## config.mk

```make
export PLATFORM = sky130hd
export DESIGN_NAME = s08_timer
export DESIGN_NICKNAME = d
export VERILOG_FILES = /design/src/rtl/s08_timer.sv
export SDC_FILE = /design/constraint.sdc
export NUM_CORES = 1
export LEC_CHECK = 0
export BUFFER_PORTS_ARGS = -buffer_cell sky130_fd_sc_hd__buf_2
export CELL_PAD_IN_SITES_DETAIL_PLACEMENT = 0
export CELL_PAD_IN_SITES_GLOBAL_PLACEMENT = 2
export CORE_ASPECT_RATIO = 0.75
export CORE_UTILIZATION = 41
export CTS_CLUSTER_DIAMETER = 50
export DETAILED_ROUTE_END_ITERATION = 10
export GPL_TIMING_DRIVEN = 0
export HOLD_SLACK_MARGIN = 0.06
export PLACE_DENSITY_LB_ADDON = 0.08
export SYNTH_ARGS = -nofsm -noshare
export SYNTH_HDL_FRONTEND = slang
export SYNTH_SLANG_ARGS = --single-unit
```

## constraint.sdc

```tcl
create_clock -name clk50 -period 3.5 [get_ports clk50]
set_clock_uncertainty 0.1 [all_clocks]
set_input_delay 0.35 -clock clk50 [delete_from_list [all_inputs] [get_ports clk50]]
set_output_delay 0.35 -clock clk50 [all_outputs]
set_load 0.01 [all_outputs]
```

## src/rtl/s08_timer.sv

```systemverilog
// s08_timer: prescaled 16-bit up-counter with modulo wrap, compare flag
// and level irq, mapped into an 8-byte window on the MiniS08 bus.
module s08_timer #(
  parameter logic [15:0] RESET_MOD = 16'h0000,
  parameter logic [15:0] RESET_CMP = 16'hFFFF
) (
  input  logic       clk50,
  input  logic       Reset,
  input  logic [7:0] dbusin,
  output logic [7:0] tmrout,
  input  logic       sel,
  input  logic [2:0] addr,
  input  logic       Read,
  input  logic       Write,
  output logic       irq
);

  logic        rd, wr, rd_q, wr_q;
  logic        wr_edge, rd_rise, rd_fall;
  logic        tof, toie, run, cf, cie;
  logic [2:0]  ps;
  logic [7:0]  pre, pmask;
  logic [15:0] cnt, cnt_nx, mod, cmp;
  logic [7:0]  modh_buf, cmph_buf, cntl_lat;
  logic        lat_v;
  logic        tick, wrap, cnt_wr, sc_wr;
  logic        tof_set, cf_set;

  assign rd      = Read & sel;
  assign wr      = Write & sel;
  assign wr_edge = wr & ~wr_q;
  assign rd_rise = rd & ~rd_q;
  assign rd_fall = ~rd & rd_q;

  assign pmask = ~(8'hFF << ps);
  assign tick  = run & ((pre & pmask) == pmask);

  // A count above MOD still wraps at the top of the 16-bit range.
  assign wrap   = ((mod != 16'h0000) & (cnt == mod))
                | (cnt == 16'hFFFF);
  assign cnt_nx = wrap ? 16'h0000 : cnt + 16'h0001;

  assign cnt_wr  = wr_edge & ((addr == 3'd1) | (addr == 3'd2));
  assign sc_wr   = wr_edge & (addr == 3'd0);
  assign tof_set = tick & wrap & ~cnt_wr;
  assign cf_set  = tick & (cnt_nx == cmp) & ~cnt_wr;

  always_ff @(posedge clk50) begin
    if (Reset) begin
      rd_q     <= 1'b0;
      wr_q     <= 1'b0;
      lat_v    <= 1'b0;
      cntl_lat <= 8'h00;
    end else begin
      rd_q <= rd;
      wr_q <= wr;
      if (rd_rise & (addr == 3'd1)) begin
        cntl_lat <= cnt[7:0];
        lat_v    <= 1'b1;
      end else if (rd_fall & (addr == 3'd2)) begin
        lat_v <= 1'b0;
      end
    end
  end

  always_ff @(posedge clk50) begin
    if (Reset) begin
      cnt <= 16'h0000;
      pre <= 8'h00;
      tof <= 1'b0;
      cf  <= 1'b0;
      irq <= 1'b0;
    end else begin
      if (cnt_wr) begin
        cnt <= 16'h0000;
        pre <= 8'h00;
      end else begin
        if (run) pre <= pre + 8'h01;
        if (tick) cnt <= cnt_nx;
      end
      // Hardware set wins over a same-cycle write-1-to-clear.
      if (tof_set) tof <= 1'b1;
      else if (sc_wr & dbusin[7]) tof <= 1'b0;
      if (cf_set) cf <= 1'b1;
      else if (sc_wr & dbusin[4]) cf <= 1'b0;
      irq <= (tof & toie) | (cf & cie);
    end
  end

  always_ff @(posedge clk50) begin
    if (Reset) begin
      toie     <= 1'b0;
      run      <= 1'b0;
      cie      <= 1'b0;
      ps       <= 3'd0;
      mod      <= RESET_MOD;
      cmp      <= RESET_CMP;
      modh_buf <= 8'h00;
      cmph_buf <= 8'h00;
    end else if (wr_edge) begin
      unique case (addr)
        3'd0: begin
          toie <= dbusin[6];
          run  <= dbusin[5];
          cie  <= dbusin[3];
          ps   <= dbusin[2:0];
        end
        3'd3: modh_buf <= dbusin;
        3'd4: mod      <= {modh_buf, dbusin};
        3'd5: cmph_buf <= dbusin;
        3'd6: cmp      <= {cmph_buf, dbusin};
        default: ;
      endcase
    end
  end

  always_comb begin
    tmrout = 8'h00;
    unique case (addr)
      3'd0: tmrout = {tof, toie, run, cf, cie, ps};
      3'd1: tmrout = cnt[15:8];
      3'd2: tmrout = lat_v ? cntl_lat : cnt[7:0];
      3'd3: tmrout = mod[15:8];
      3'd4: tmrout = mod[7:0];
      3'd5: tmrout = cmp[15:8];
      3'd6: tmrout = cmp[7:0];
      default: tmrout = 8'h00;
    endcase
  end

endmodule

```

==> results.md <==
Synth:
- After synthesis, the largest family of logic cells by area is simple AND/OR/NAND/NOR gates.
- The summed instance area of the synthesized netlist is 0.00508 mm^2.
- The share of the synthesized area in compound gates (AO/OA/AOI/OAI) is 0.148.
- In this run, synthesis produced a sequential element count of 91.
- The total of warnings raised by yosys is 0.
- The sequential area share after synthesis is 0.359.
- Counting flops with a built-in enable in the synthesized netlist gives 0.
- After synthesis, the netlist uses 69 different library cells.
- After synthesis, the share of flip-flops with an asynchronous set or reset is 0.
- The simple logic cell fraction of the synthesized area is 0.246.
- The multiplexer fraction of the synthesized cell area is 0.128.
- Of the total synthesized cell area, the portion taken by XOR and XNOR cells is 0.0645.
- When the netlist entered floorplanning its net count stood at 626.
- Synthesis handed over a netlist of 608 instances.
- Of the total synthesized cell area, the portion taken by full adders, half adders and majority gates is 0.00492.
- The post-synthesis area per instance is 8.36 um^2.
- For this run, the leading register cell type out of synthesis is dfxtp_1.

Timing:
- The smallest hold slack is 163 ps.
- Setup repair after global routing left no endpoint under its margin.
- The relative slew slack is 0.479.
- The minimum clock period is 2890 ps.
- The sum of negative setup slack is 0 ps.
- For this run, the top clock speed supported by timing is 346 MHz.
- The actual slew at the worst max-slew pin is 775 ps.
- The number of hold-slack violations in the final timing report came to 0.
- Of the available clock period, the critical path in the final layout requires 0.826.
- Setup violations remaining at the end of the flow were counted as 0.
- The max-slew violation count is 0.

Clock network:
- The root buffer cell is clkbuf_16.
- The clock latency of the later-clocked register in the worst-skew pair is 350 ps.
- TritonCTS built the clock tree.
- In this run, post-CTS repair resized a total of 0 instances.
- The clock net in this run drives a total of 91 sinks.
- The post-CTS clock slew at the launch and capture registers of the worst setup and hold paths is 70 ps.
- The count of hold buffers inserted by post-cts repair is 0.
- The level count of the clock H-tree is 3.
- The CTS buffer count is 9.
- The post-CTS setup-driven buffer insertion count is 0.
- The longest clock path from root to sink contains 2 buffers.

Place:
- The wire-length estimate of the detail-placed layout is 13200 um.
- The weighted congestion at the end of routability-driven global placement is 0.887.
- The instance count after placement with tap cells included is 792.
- Port buffering added 22 buffers.

Global route:
- The initial antenna violation count was 0.
- met1 is the most crowded layer.
- The total track usage is 0.287.
- The overflow left after global routing is 0.
- The largest net degree at the start of global routing is 17.
- The met2 demand-to-capacity share in global routing is 0.403.
- The global-route wire length before repair is 26700 um.
- For met3 alone, demand over resource in global routing was 0.0727.
- For met1 alone, demand over resource in global routing was 0.432.
- The number of global-route vias before repair is 4436.

Finish:
- The number of fill cells in the layout is 1198.
- Of the cells placed in the final design, the portion with a size suffix greater than 1 is 0.133.
- The net count of the finished layout is 659.
- 0 antenna diodes ended up in the layout.
- The area growth from synthesis to layout is 12.0%.
- The register area is 0.00182 mm^2.
- The library cells used most frequently in the layout, excluding fill and tap cells, are nand2_1, dfxtp_1, nor2_1.
- The non-filler instance count after layout is 807.
- The multi-input combinational cells in the finished layout cover a total of 0.00300 mm^2.
- The library cell used most frequently in the layout, excluding fill and tap cells, is nand2_1.

Setup path:
- Data on the critical path is required at its endpoint by 3050 ps.
- The largest driver fanout on the critical path is 9.
- The startpoint identified for the worst register-to-register timing path is cnt[1].
- The cell depth of the worst flop-to-flop path is 9.
- The worst setup path is launched from a register.
- The critical path is of the reg -> out type.
- The worst setup path is captured at a primary output.
- The startpoint of the most critical setup path is lat_v.
- The arrival time at the worst endpoint is 2440 ps.

Die:
- The floorplan step defined a die boundary enclosing 0.0128 mm^2.
- The number of placement rows is 34.
- The core area is 0.0118 mm^2.
- Measured along the y axis, the die boundary spans 98.4 um.
- The die width is 131 um.
- For this configuration, the core starts out at a cell density of 0.430.
- 25 I/O pins were placed.

Drt:
- The per-cell routed wire length is 21.6 um.
- The number of nets with antenna violations after detailed routing is 0.
- The first detailed-routing pass took 5 iterations.
- The number of vias per cell is 5.80.
- The first routing iteration left 326 violations.
- The post-detailed-route DRC marker count is 0.
- The final wirelength is 17400 um.
- The via count of the routed design is 4684.

Power and ir drop:
- Of the total power, combinational logic draws 0.077.
- For this design the total switching power over the nets is 0.570 mW.
- The power density over the cells is 392 mW/mm^2.
- The internal portion of the total power is 1.66 mW.
- The net switching share of the total power is 0.255.
- The reported leakage power is 2.08 nW.
- The maximum ir drop on the vdd rail is 218 uV.
- The clock network power share is 0.449.
- The total power of the final layout is 2.23 mW.
- The relative contribution of sequential cells to total power is 0.473.

Status:
- The flow ran to the end, and the final reports show no timing, DRC or antenna violations.

Min path:
- The class of the most critical hold timing path is in -> reg.
- Counting instances, the worst hold path has a depth of 3.
- The worst hold path startpoint is Read.

Job:
- The tool flagged a number of max-cap violations equal to 0.
==> metal layers <==
layer	vias up	share of wire
li1	2226	-
met1	2272	0.50
met2	169	0.41
met3	17	0.080
met4	0	0.014
met5	-	0
==> stage by stage <==
stage                      util  cell area [um^2]  setup slack [ps]
after floorplan               -              5080              1130
after global placement    0.456              5390               661
after detailed placement  0.456              5390               638
after CTS                 0.481              5690               600
after global routing      0.481              5690               414
final                     0.481              5690               608
==> state kept, by name, summed over array words and instances (netlist names) <==
name / count
cmp: 16
cnt: 16
mod: 16
cmph_buf: 8
cntl_lat: 8
modh_buf: 8
pre: 7
ps: 3
cf: 1
cie: 1
irq: 1
lat_v: 1
rd_q: 1
run: 1
tof: 1
toie: 1
wr_q: 1
==> cell type report <==
class                      instances  share of cell area
multi-input combinational        464               0.528
sequential                        91               0.320
clock buffer                       9              0.0396
buffer                            44              0.0391
tap                              162              0.0356
timing repair buffer              22              0.0193
clock inverter                     6              0.0128
inverter                           9             0.00594
==> Yosys cell counts, types with 3 or more instances <==
| master | n | area [um^2] |
|---|---|---|
| nor2_1 | 66 | 248 |
| xor2_1 | 22 | 193 |
| nor2b_1 | 7 | 43.8 |
| o21ai_0 | 23 | 115 |
| dfxtp_1 | 91 | 1820 |
| xnor2_1 | 11 | 96.3 |
| a21oi_1 | 46 | 230 |
| nor3_1 | 9 | 45.0 |
| nand2_1 | 93 | 349 |
| o22ai_1 | 6 | 37.5 |
| nor3b_1 | 3 | 22.5 |
| o21a_1 | 4 | 30.0 |
| buf_2 | 10 | 50.1 |
| mux2_2 | 5 | 56.3 |
| and3_1 | 5 | 31.3 |
| mux2i_1 | 48 | 480 |
| nor4_1 | 16 | 100 |
| a31oi_1 | 3 | 18.8 |
| or4_4 | 3 | 33.8 |
| a22oi_1 | 6 | 45.0 |
| nand3b_1 | 5 | 37.5 |
| mux4_2 | 5 | 113 |
| nand4_1 | 8 | 50.1 |
| o221ai_1 | 6 | 52.6 |
| buf_4 | 4 | 30.0 |
| clkbuf_1 | 24 | 90.1 |
| or3_1 | 3 | 18.8 |
| inv_1 | 8 | 30.0 |
| buf_6 | 4 | 45.0 |
| o31ai_1 | 3 | 22.5 |
| nand3_1 | 13 | 65.1 |
==> worst paths after layout <==
| check | end | slack, ps |
|---|---|---|
| worst min-delay path | rd_q | 160 |
| worst max-delay path | tmrout[6] | 610 |
| worst max register to register | cnt[7] | 620 |
| worst min register to register | mod[14] | 360 |
==> cell families after synthesis <==
family,Yosys count
fa+ha+maj,2
xor+xnor,35
flops,91
simple gates,251
compound gates,118
buf+inv,53
mux,58
==> power groups by stage <==
stage	registers (mW)	clock network, mW	logic [mW]
5_1_grt	1.06	1.07	0.186
4_1_cts	1.06	1.03	0.171
6_report	1.06	1.00	0.173
3_3_place_gp	1.08	0	0.170
3_5_place_dp	1.08	0	0.170
2_1_floorplan	1.07	0	0.107
==> worst max-delay path, cell delays in order (launching register included) <==
cell and delay [ps]:
dfxtp_1 310, clkbuf_1 450, mux2_2 450, mux4_2 460, mux2_2 280, buf_2 140
(Power assumes the default switching activity.)
